==> config.mk <==
export PLATFORM = sky130hd
export DESIGN_NAME = seq_shift_add_multiplier
export DESIGN_NICKNAME = d
export VERILOG_FILES = /design/src/rtl/seq_shift_add_multiplier.sv
export SDC_FILE = /design/constraint.sdc
export NUM_CORES = 1
export LEC_CHECK = 0
export BUFFER_PORTS_ARGS = -buffer_cell sky130_fd_sc_hd__buf_2
export CORE_MARGIN = 8
export CORE_UTILIZATION = 53
export DETAILED_ROUTE_END_ITERATION = 8
export GPL_TIMING_DRIVEN = 1
export HOLD_SLACK_MARGIN = 0.02
export PLACE_DENSITY = 0.76
export SYNTH_ARGS = -nofsm -noshare
export SYNTH_HDL_FRONTEND = slang
export SYNTH_SLANG_ARGS = --single-unit
==> constraint.sdc <==
create_clock -name clk -period 3.7 [get_ports clk]
set_input_delay 0.185 -clock clk [delete_from_list [all_inputs] [get_ports clk]]
set_output_delay 0.185 -clock clk [all_outputs]
set_load 0.05 [all_outputs]
==> src/rtl/seq_shift_add_multiplier.sv <==
// Sequential unsigned shift-add multiplier with valid/ready handshakes on both sides.
// Optional early termination on an exhausted multiplier: define MULT_EARLY_TERM_EN.
module seq_shift_add_multiplier #(
  parameter int A_WIDTH = 4,
  parameter int B_WIDTH = 3,
  parameter int P_WIDTH = A_WIDTH + B_WIDTH
) (
  input  logic               clk,
  input  logic               rst_n,
  input  logic               in_valid,
  output logic               in_ready,
  input  logic [A_WIDTH-1:0] a,
  input  logic [B_WIDTH-1:0] b,
  output logic               out_valid,
  input  logic               out_ready,
  output logic [P_WIDTH-1:0] p,
  output logic               busy
);
  localparam int CW = $clog2(B_WIDTH + 1);
  localparam logic [CW-1:0] CNT_LAST = CW'(B_WIDTH - 1);

  typedef enum logic [1:0] {IDLE, RUN, DONE} state_t;

  state_t             state, state_nxt;
  logic [P_WIDTH-1:0] acc;
  logic [P_WIDTH-1:0] mcand;
  logic [B_WIDTH-1:0] mplier;
  logic [CW-1:0]      cnt;
  logic               last_step;

  always_ff @(posedge clk) begin
    if (!rst_n) begin
      state  <= IDLE;
      acc    <= '0;
      mcand  <= '0;
      mplier <= '0;
      cnt    <= '0;
    end else begin
      state <= state_nxt;
      case (state)
        IDLE: if (in_valid) begin
          acc    <= '0;
          mcand  <= {{(P_WIDTH-A_WIDTH){1'b0}}, a};
          mplier <= b;
          cnt    <= '0;
        end
        RUN: begin
          acc    <= acc + (mplier[0] ? mcand : '0);
          mcand  <= mcand << 1;
          mplier <= mplier >> 1;
          cnt    <= cnt + 1'b1;
        end
        default: ;
      endcase
    end
  end

  // Final step when the count runs out, or when no multiplier bits remain above bit 0.
`ifdef MULT_EARLY_TERM_EN
  assign last_step = (cnt == CNT_LAST) || (mplier[B_WIDTH-1:1] == '0);
`else
  assign last_step = (cnt == CNT_LAST);
`endif

  always_comb begin
    state_nxt = state;
    case (state)
      IDLE:    if (in_valid)  state_nxt = RUN;
      RUN:     if (last_step) state_nxt = DONE;
      DONE:    if (out_ready) state_nxt = IDLE;
      default: state_nxt = IDLE;
    endcase
  end

  assign in_ready  = (state == IDLE);
  assign busy      = (state == RUN);
  assign out_valid = (state == DONE);
  assign p         = acc;
endmodule

==> impl_metrics.yaml <==
clock_network:
  post_cts_buffers: 0
  cts_buffers: 3
  cts_hold_buf: 0
  cts_tree: "yes"
  clockRootBuffer: "clkbuf_4"
  clkLatencyLatePin_ns: 0.30
  htreeDepth: 1
  cts.repair.resized: 0
  cts.clk_slew.worst_paths_ns: 0.12
  cts_sinks: 21
  clockBufferDepth: 2
drt:
  dr.pass1.iters: 4
  antenna_left: 0
  routedWlPerCell_um: 13.7
  drc: 0
  drt_iter0_drc: 24
  routed_wl_mm: 2.46
  via_count: 976
  viasPerCell: 5.42
synth:
  ys.flop_type: "dfxtp_1"
  synth-seq-cells: 21
  synthAdderAreaFrac_pct: 9.32
  synthSimpleGateAreaFrac_pct: 23.6
  yosysSeqAreaShare_pct: 36.4
  synth_edf_count: 0
  synth_top_family_by_area: "simple AND/OR/NAND/NOR gates"
  muxShareOfSynthArea_pct: 0.867
  syn_area_per_cell_um2: 8.62
  syn-num-nets: 153
  synthTopCellsByCount: "dfxtp_1 (21), nor2b_1 (15), a21oi_1 (11), nand2_1 (11), nor2_1 (10)"
  synth_top_area_share_pct: 36.4
  synth_compound_area_share_pct: 20.3
  synth.distinct_cells: 34
  ys_warn_count: 0
  yosysTopAreaCell: "dfxtp_1"
  synth_xor_area_share_pct: 3.79
  synth_area_leaders: "dfxtp_1 (36%), nor2b_1 (8.1%), ha_1 (7.6%)"
  syn_area_um2: 1150
  synthMostInstantiatedCell: "dfxtp_1"
  async_flop_share_pct: 0
  syn_inst: 134
critical_path:
  crit_slowest_cell: "dfxtp_1"
  crit_fanout: 8
  critical_path.startpoint: "mplier[0]$_SDFFE_PN0P_"
  path_delay_family: "compound AO/OA/AOI/OAI gates"
  r2r-start: "mplier[0]$_SDFFE_PN0P_"
  r2r_cells: 8
  rrSetupSlack_ns: 1.60
  slowest_delay_ns: 0.44
  cp.arrival_ns: 2.30
  cp_cell_sequence: "and2_1, ha_1, inv_1, fa_1, o21ai_0, a211o_1, mux2i_1, o211ai_2"
  crit_type: "flip-flop to flip-flop"
  cp_num_buf_inv: 1
  cp-end-kind: "flip-flop"
  r2r_end: "p[6]$_SDFFE_PN0P_"
  startpoint_type: "flip-flop"
  required_ns: 3.89
placed_design:
  place_congestion: 0.823
  placed_cells: 176
  port_buffers: 20
  dp_hpwl_mm: 1.88
  place_ws_ns: 1.63
min_path:
  hold_path.startpoint: "a[0]"
  holdPathStages: 3
  min_to: "mcand[0]$_SDFFE_PN0P_"
  holdCritPathClass: "input port to flip-flop"
final_layout:
  final_nets: 172
  stdcell_count: 180
  layout-drive-gt1-share_pct: 21.1
  area_growth_syn_to_layout_pct: 10.8
  diodes: 0
  final_core_util_pct: 60.2
sta:
  fin_skew_ns: 0.00517
  fin_ws_ns: 1.60
  finalHoldViolations: 0
  rsz0062_at_grt: "no"
  setup_violations: 0
  max_slew.worst_pin.slew_ns: 0.469
  fin_crit_sh_pct: 56.8
  slew_headroom_pct: 68.6
  setup_tns_ns: 0
  fin_hold_ws_ns: 0.172
  fmax_mhz: 476
  fin_crit_ns: 2.10
  slew_violations: 0
die:
  dieHeight_um: 62.7
  ios: 21
  rows: 17
  core_um2: 2130
  die_area_um2: 3930
  start_util_pct: 54.3
  fp.dieW_um: 62.7
run:
  cap_violations: 0
global_route:
  grt_max_degree: 21
  grt-ovfl-total: 0
  grt_util_all_layers_pct: 13.1
  antenna_found_initial: 0
  grt_pass1_wl_mm: 4.33
  grt_pass1_vias: 1025
pwr:
  leakagePower_nw: 0.579
  netSwitchingFraction_pct: 27.9
  p_clk_share_pct: 26.0
  power_frac_comb_pct: 15.9
  power.density_nw_per_um2: 331
  switching_power_mw: 0.118
  ir_drop_uv: 193
  power_frac_seq_pct: 58.1
  p_int_mw: 0.306
run_status:
  status: "finished, final reports clean"
[through the flow]
step                power (mW)  area (um^2)
finish                   0.424         1280
global route             0.451         1280
CTS                      0.428         1280
detailed placement       0.319         1250
global placement         0.316         1250
floorplan                0.303         1150
[worst reg2reg max path, cell delays in order, from the launching register on]
cell      delay [ns]
dfxtp_1         0.44
and2_1          0.15
ha_1            0.16
inv_1           0.05
fa_1            0.40
o21ai_0         0.26
a211o_1         0.22
mux2i_1         0.23
o211ai_2        0.11
[kinds of logic (layout without fill, tap and decap cells)]
kind of cell	after synthesis	count (layout)
multiplexers	1	1
AND/OR/NAND/NOR	52	52
AO/OA/AOI/OAI	33	33
XOR/XNOR	5	5
buffers and inverters	14	32
adder cells (fa/ha/maj)	8	8
flip-flops	21	21
[power groups by stage]
stage / clock, mW / combinational (mW) / sequential [mW]
after CTS: 0.114 / 0.0674 / 0.247
after global routing: 0.128 / 0.0744 / 0.248
after floorplan: 0 / 0.0530 / 0.250
after global placement: 0 / 0.0653 / 0.251
final: 0.110 / 0.0672 / 0.246
after detailed placement: 0 / 0.0669 / 0.252
[registers in the layout, indices dropped and copies added (netlist names)]
register	cells
mcand	7
p	7
mplier	3
cnt	2
state	2
[how the worst max path moves through the flow]
| stage | to | slack (ns) | cells past startpoint |
|---|---|---|---|
| 2_1_floorplan | p[6]$_SDFFE_PN0P_ | 1.58 | 7 |
| 3_3_place_gp | p[6]$_SDFFE_PN0P_ | 1.69 | 8 |
| 3_5_place_dp | p[6]$_SDFFE_PN0P_ | 1.63 | 8 |
| 4_1_cts | p[6]$_SDFFE_PN0P_ | 1.61 | 8 |
| 5_1_grt | p[6]$_SDFFE_PN0P_ | 1.41 | 8 |
| 6_report | p[6]$_SDFFE_PN0P_ | 1.60 | 8 |
[cells in the final DEF (no fill, tap or decap), types with 2 or more instances in the layout]
cell and n:
xor2_1 2, a22oi_1 5, nand3_1 2, o221a_2 5, dfxtp_1 21, o21ai_0 3
clkbuf_4 3, and2_1 6, buf_2 20, nor2b_1 15, a21oi_1 11, o21ai_1 3
inv_1 7, ha_1 7, nor2_1 10, a32oi_1 2, xnor2_1 3, and3_1 2
nand2_1 11
[final cells by class]
class | count | area (um^2)
well taps | 28 | 35.0
multi-input cells | 99 | 668
flip-flops and latches | 21 | 420
fillers | 206 | 847
clock buffers | 4 | 26.3
repair buffers | 20 | 100
inverters | 8 | 30.0
[metal layers]
layer  vias up  track usage (%)  wire length (um)
met5         -                0                 0
met4         0             6.84                70
met3         8             3.94               115
met2        30             22.0              1200
met1       443             14.4              1070
li1        495                -                 -
No activity file was read; power rests on OpenSTA's default activity.
